**config.mk**
```make
export PLATFORM = sky130hd
export DESIGN_NAME = nbit_down_timer
export DESIGN_NICKNAME = d
export VERILOG_FILES = /design/src/rtl/nbit_down_timer.sv
export SDC_FILE = /design/constraint.sdc
export NUM_CORES = 1
export LEC_CHECK = 0
export ABC_AREA = 1
export CAP_MARGIN = 20
export CELL_PAD_IN_SITES_DETAIL_PLACEMENT = 1
export CELL_PAD_IN_SITES_GLOBAL_PLACEMENT = 1
export CORE_MARGIN = 2
export CORE_UTILIZATION = 34
export DETAILED_ROUTE_END_ITERATION = 16
export GPL_ROUTABILITY_DRIVEN = 1
export HOLD_SLACK_MARGIN = 0.06
export PLACE_DENSITY = 0.8
export SETUP_SLACK_MARGIN = 0.02
export SLEW_MARGIN = 0
export SYNTH_ARGS = -nofsm -noshare
export SYNTH_HDL_FRONTEND = slang
export SYNTH_SLANG_ARGS = --single-unit
```
**constraint.sdc**
```tcl
create_clock -name clk -period 1.85 [get_ports clk]
set_input_delay 0.37 -clock clk [delete_from_list [all_inputs] [get_ports clk]]
set_output_delay 0.37 -clock clk [all_outputs]
set_load 0.05 [all_outputs]
```
**src/rtl/nbit_down_timer.sv**
```systemverilog
// Programmable down-counting timer with prescaled ticks, one-shot/periodic
// modes and pause/resume. Flags terminal count and expiry.
module nbit_down_timer #(
    parameter int unsigned N    = 32,
    parameter int unsigned STEP = 1,
    parameter int unsigned PW   = 8
) (
    input  logic          clk,
    input  logic          rst,
    input  logic          load,
    input  logic [N-1:0]  pl,
    input  logic          start,
    input  logic          stop,
    input  logic          periodic,
    input  logic [PW-1:0] prescale,
    output logic [N-1:0]  count,
    output logic          tc,
    output logic          busy,
    output logic          expired
);

    typedef enum logic [1:0] {IDLE, RUN, PAUSE, DONE} state_t;

    localparam logic [N-1:0] STEP_N = N'(STEP);

    state_t        state;
    logic [N-1:0]  reload;
    logic [PW-1:0] presc_cnt;

    // Priority per edge: rst > load > stop > start > tick
    always_ff @(posedge clk) begin
        if (rst) begin
            state     <= IDLE;
            count     <= '0;
            reload    <= '0;
            presc_cnt <= '0;
            tc        <= 1'b0;
        end else begin
            tc <= 1'b0;
            if (load) begin
                count     <= pl;
                reload    <= pl;
                presc_cnt <= '0;
                state     <= IDLE;
            end else begin
                case (state)
                    IDLE: begin
                        if (!stop && start && (count != '0)) begin
                            state     <= RUN;
                            presc_cnt <= '0;
                        end
                    end
                    RUN: begin
                        if (stop) begin
                            state <= PAUSE;
                        end else if (presc_cnt == prescale) begin
                            presc_cnt <= '0;
                            if (count > STEP_N) begin
                                count <= count - STEP_N;
                            end else begin
                                // Terminal tick: reload when periodic with a usable reload value
                                tc <= 1'b1;
                                if (periodic && (reload != '0)) begin
                                    count <= reload;
                                end else begin
                                    count <= '0;
                                    state <= DONE;
                                end
                            end
                        end else begin
                            presc_cnt <= presc_cnt + PW'(1);
                        end
                    end
                    PAUSE: begin
                        if (!stop && start) begin
                            state <= RUN;
                        end
                    end
                    DONE: begin
                        if (!stop && start && (reload != '0)) begin
                            count     <= reload;
                            presc_cnt <= '0;
                            state     <= RUN;
                        end
                    end
                    default: state <= IDLE;
                endcase
            end
        end
    end

    assign busy    = (state == RUN);
    assign expired = (state == DONE);

endmodule

```
==> run metrics <==
Critical R2R Capture=presc_cnt[0]; Initial Utilization=approximately a third; Root Buffer=clkbuf_16; clk_lat worst skew=0.35 ns; register bit total from synthesis=75; area grow syn2layout=52.1%; total grt overflow=0; Hold Vio Cnt, Final=0; ANT cells=0; initial antenna violation count=0; Core Util, Final=52.2%; All-Layer GR Usage=25.1%; dpl ws=-0.340 ns; syn_nets=between 800 and 900; synth unique cells=35; die width=124 um; Hold Path Origin=reload[26]; hold crit path type=reg -> reg; Routed WL=22000 um; Crit Path Category=reg -> reg; CTS tree=done; P_leak=0.00342 uW; Clock transition at path regs=~0.060 ns; routed length per instance=18.7 um; status=complete, but fails checks; first-pass GRT wire length=31100 um; crit path from=count[1]; Post-Synthesis Cell Area=slightly below 0.005 sq mm; Syn. warnings=0; cts hold-fix bufs=0; crit share post-route=104%; Worst Max-Slew Pin Slew=0.482 ns; Final nets=1036; Max Slew Vio Count=0; Mapped Cells=a little over 800; CP Max Fanout=5; Max-Cap Viols=0; Seq/Total Area, Yosys=~30%; clock buffer depth=2; Peak VDD IR=~0.63 mV; clock sinks=75; IO Count=81; crit end category=flop; vias per std cell=5.31; H-tree depth=3; FF-to-FF setup slack=-0.07 ns; DR pass1 iterations=4; max_slew headroom=67.5%; RSZ-0062 raised after global routing=yes; Hold Path Stages=2; R2R depth=12; GP Congestion=0.880; Critical Path AT=2.21 ns; layout cells sized above 1=32.5%; mean post-synth cell area=between 6 and 7 sq um; vias in the first global route=roughly 6100; Setup WS post-layout=-0.0730 ns; final antenna-violating net count=0; Die Y=about 120 um; Final Power=5610 uW; hold slack=0.486 ns; Max Freq=roughly 520 MHz; Site Rows=44; DP Wirelength=15200 um; min Tclk post-route=a little under 2 ns; final setup fails=5; RR Startpoint=count[1]; Core Region=between 0.01 and 0.015 sq mm; Placed Area=0.00664 sq mm; Port Buffers=80; DR vias=6244; drt initial violations=339; Final Cell Area=about 0.0075 sq mm; clk_skew=0.00773 ns; CTS Buf Count=9; largest net degree at the start of global routing=27; Power Density=about 750 mW/mm^2; CP startpoint kind=flop; hold endpoint=reload[26]; Crit path required time=approximately 2.1 ns; Residual DRC=0; die area=0.0155 sq mm; failing checks=negative setup slack
==> cell usage in the layout, fill, tap and decap left out, types with 10 or more instances in the layout <==
cell type and instances:
nand2_1 211, buf_4 136, nor2_1 96, inv_1 78, a21oi_1 59, dfxtp_1 41, clkdlybuf4s50_1 41, nor2_2 36
nand4_1 36, dfxtp_2 32, xor2_1 25, nand3_1 24, nand2_2 22, nor2_4 18, o21a_1 11, clkbuf_16 10
==> area by class of cell <==
type	instances	area, sq um
clock inverter	4	17.5
multi-input combinational	614	3370
tap	184	230
clock buffer	12	236
inverter	87	332
fill	1847	6870
sequential	75	1550
timing repair buffer	200	1770
==> stage by stage <==
stage,std cells,TNS [ns]
detailed placement,1148,-10.09
finish,1176,-0.181
global placement,1148,-8.44
global route,1176,-1.06
CTS,1164,0
floorplan,807,0
==> Yosys cell counts (all sizes together) <==
cell      n  area share (%)
o21ai    22             2.5
o21a     11             1.7
nand2b    1            0.13
o22ai    12             1.5
dfxtp    75              30
nor2    150              12
nand3    32             3.6
a21oi    62             6.4
buf      16             2.2
inv      87             6.6
xor2     26             4.6
a31oi     1            0.25
and2      2            0.25
nor3      6            0.61
ha        3            0.76
clkbuf   15             1.1
xnor2     2            0.36
nand2   243              19
and3      1            0.13
a21boi    1            0.15
nand4    37             4.8
o31ai     1            0.15
nor3b     1            0.15
==> worst max-delay path by stage <==
stage and end:
4_1_cts count[12], 3_3_place_gp count[27], 3_5_place_dp count[27], 6_report presc_cnt[0], 5_1_grt presc_cnt[0], 2_1_floorplan count[19]
==> critical path, cell delays in order, from the launching register on <==
cell	delay (ns)
dfxtp_4	0.36
inv_4	0.08
ha_4	0.16
nand2_4	0.08
nor2_4	0.14
nand2_2	0.12
o21ai_2	0.15
nand2_1	0.09
nand2_2	0.11
nor2_4	0.07
o21ai_0	0.16
nand2_1	0.16
nor2_1	0.16
==> power breakdown <==
group | internal (uW) | switching (uW) | leakage [uW]
Clock | 897 | 726 | 0.000125
Sequential | 1740 | 110 | 0.000630
Combinational | 843 | 1290 | 0.00266
Total | 3480 | 2130 | 0.00342
==> per-layer routing <==
layer,track usage (%),share of wire (%),up-vias
li1,-,-,2943
met5,0,0,-
met3,5.20,4.8,69
met1,30.5,41,3045
met4,10.0,4.6,0
met2,43.4,49,187
==> cell families (layout without fill, tap and decap cells) <==
| logic type | after synthesis | in the layout | share of synthesized area, % |
|---|---|---|---|
| simple gates | 473 | 473 | 41.3 |
| buf+inv | 118 | 303 | 9.92 |
| compound gates | 110 | 110 | 12.6 |
| flops | 75 | 75 | 30.4 |
| xor+xnor | 28 | 28 | 4.97 |
| fa+ha+maj | 3 | 3 | 0.761 |
==> state kept, by name, summed over array words and instances (netlist names) <==
signal / count
state: 2
presc_cnt: 8
count: 32
tc: 1
reload: 32
==> repair_timing <==
item / in CTS / in global routing
cloned: 0 / 4
setup buffers: 0 / 9
pin swaps: 4 / 35
setup endpoints to repair: 41 / 43
gates resized for setup: 22 / 134
No activity file was read; power rests on OpenSTA's default activity.
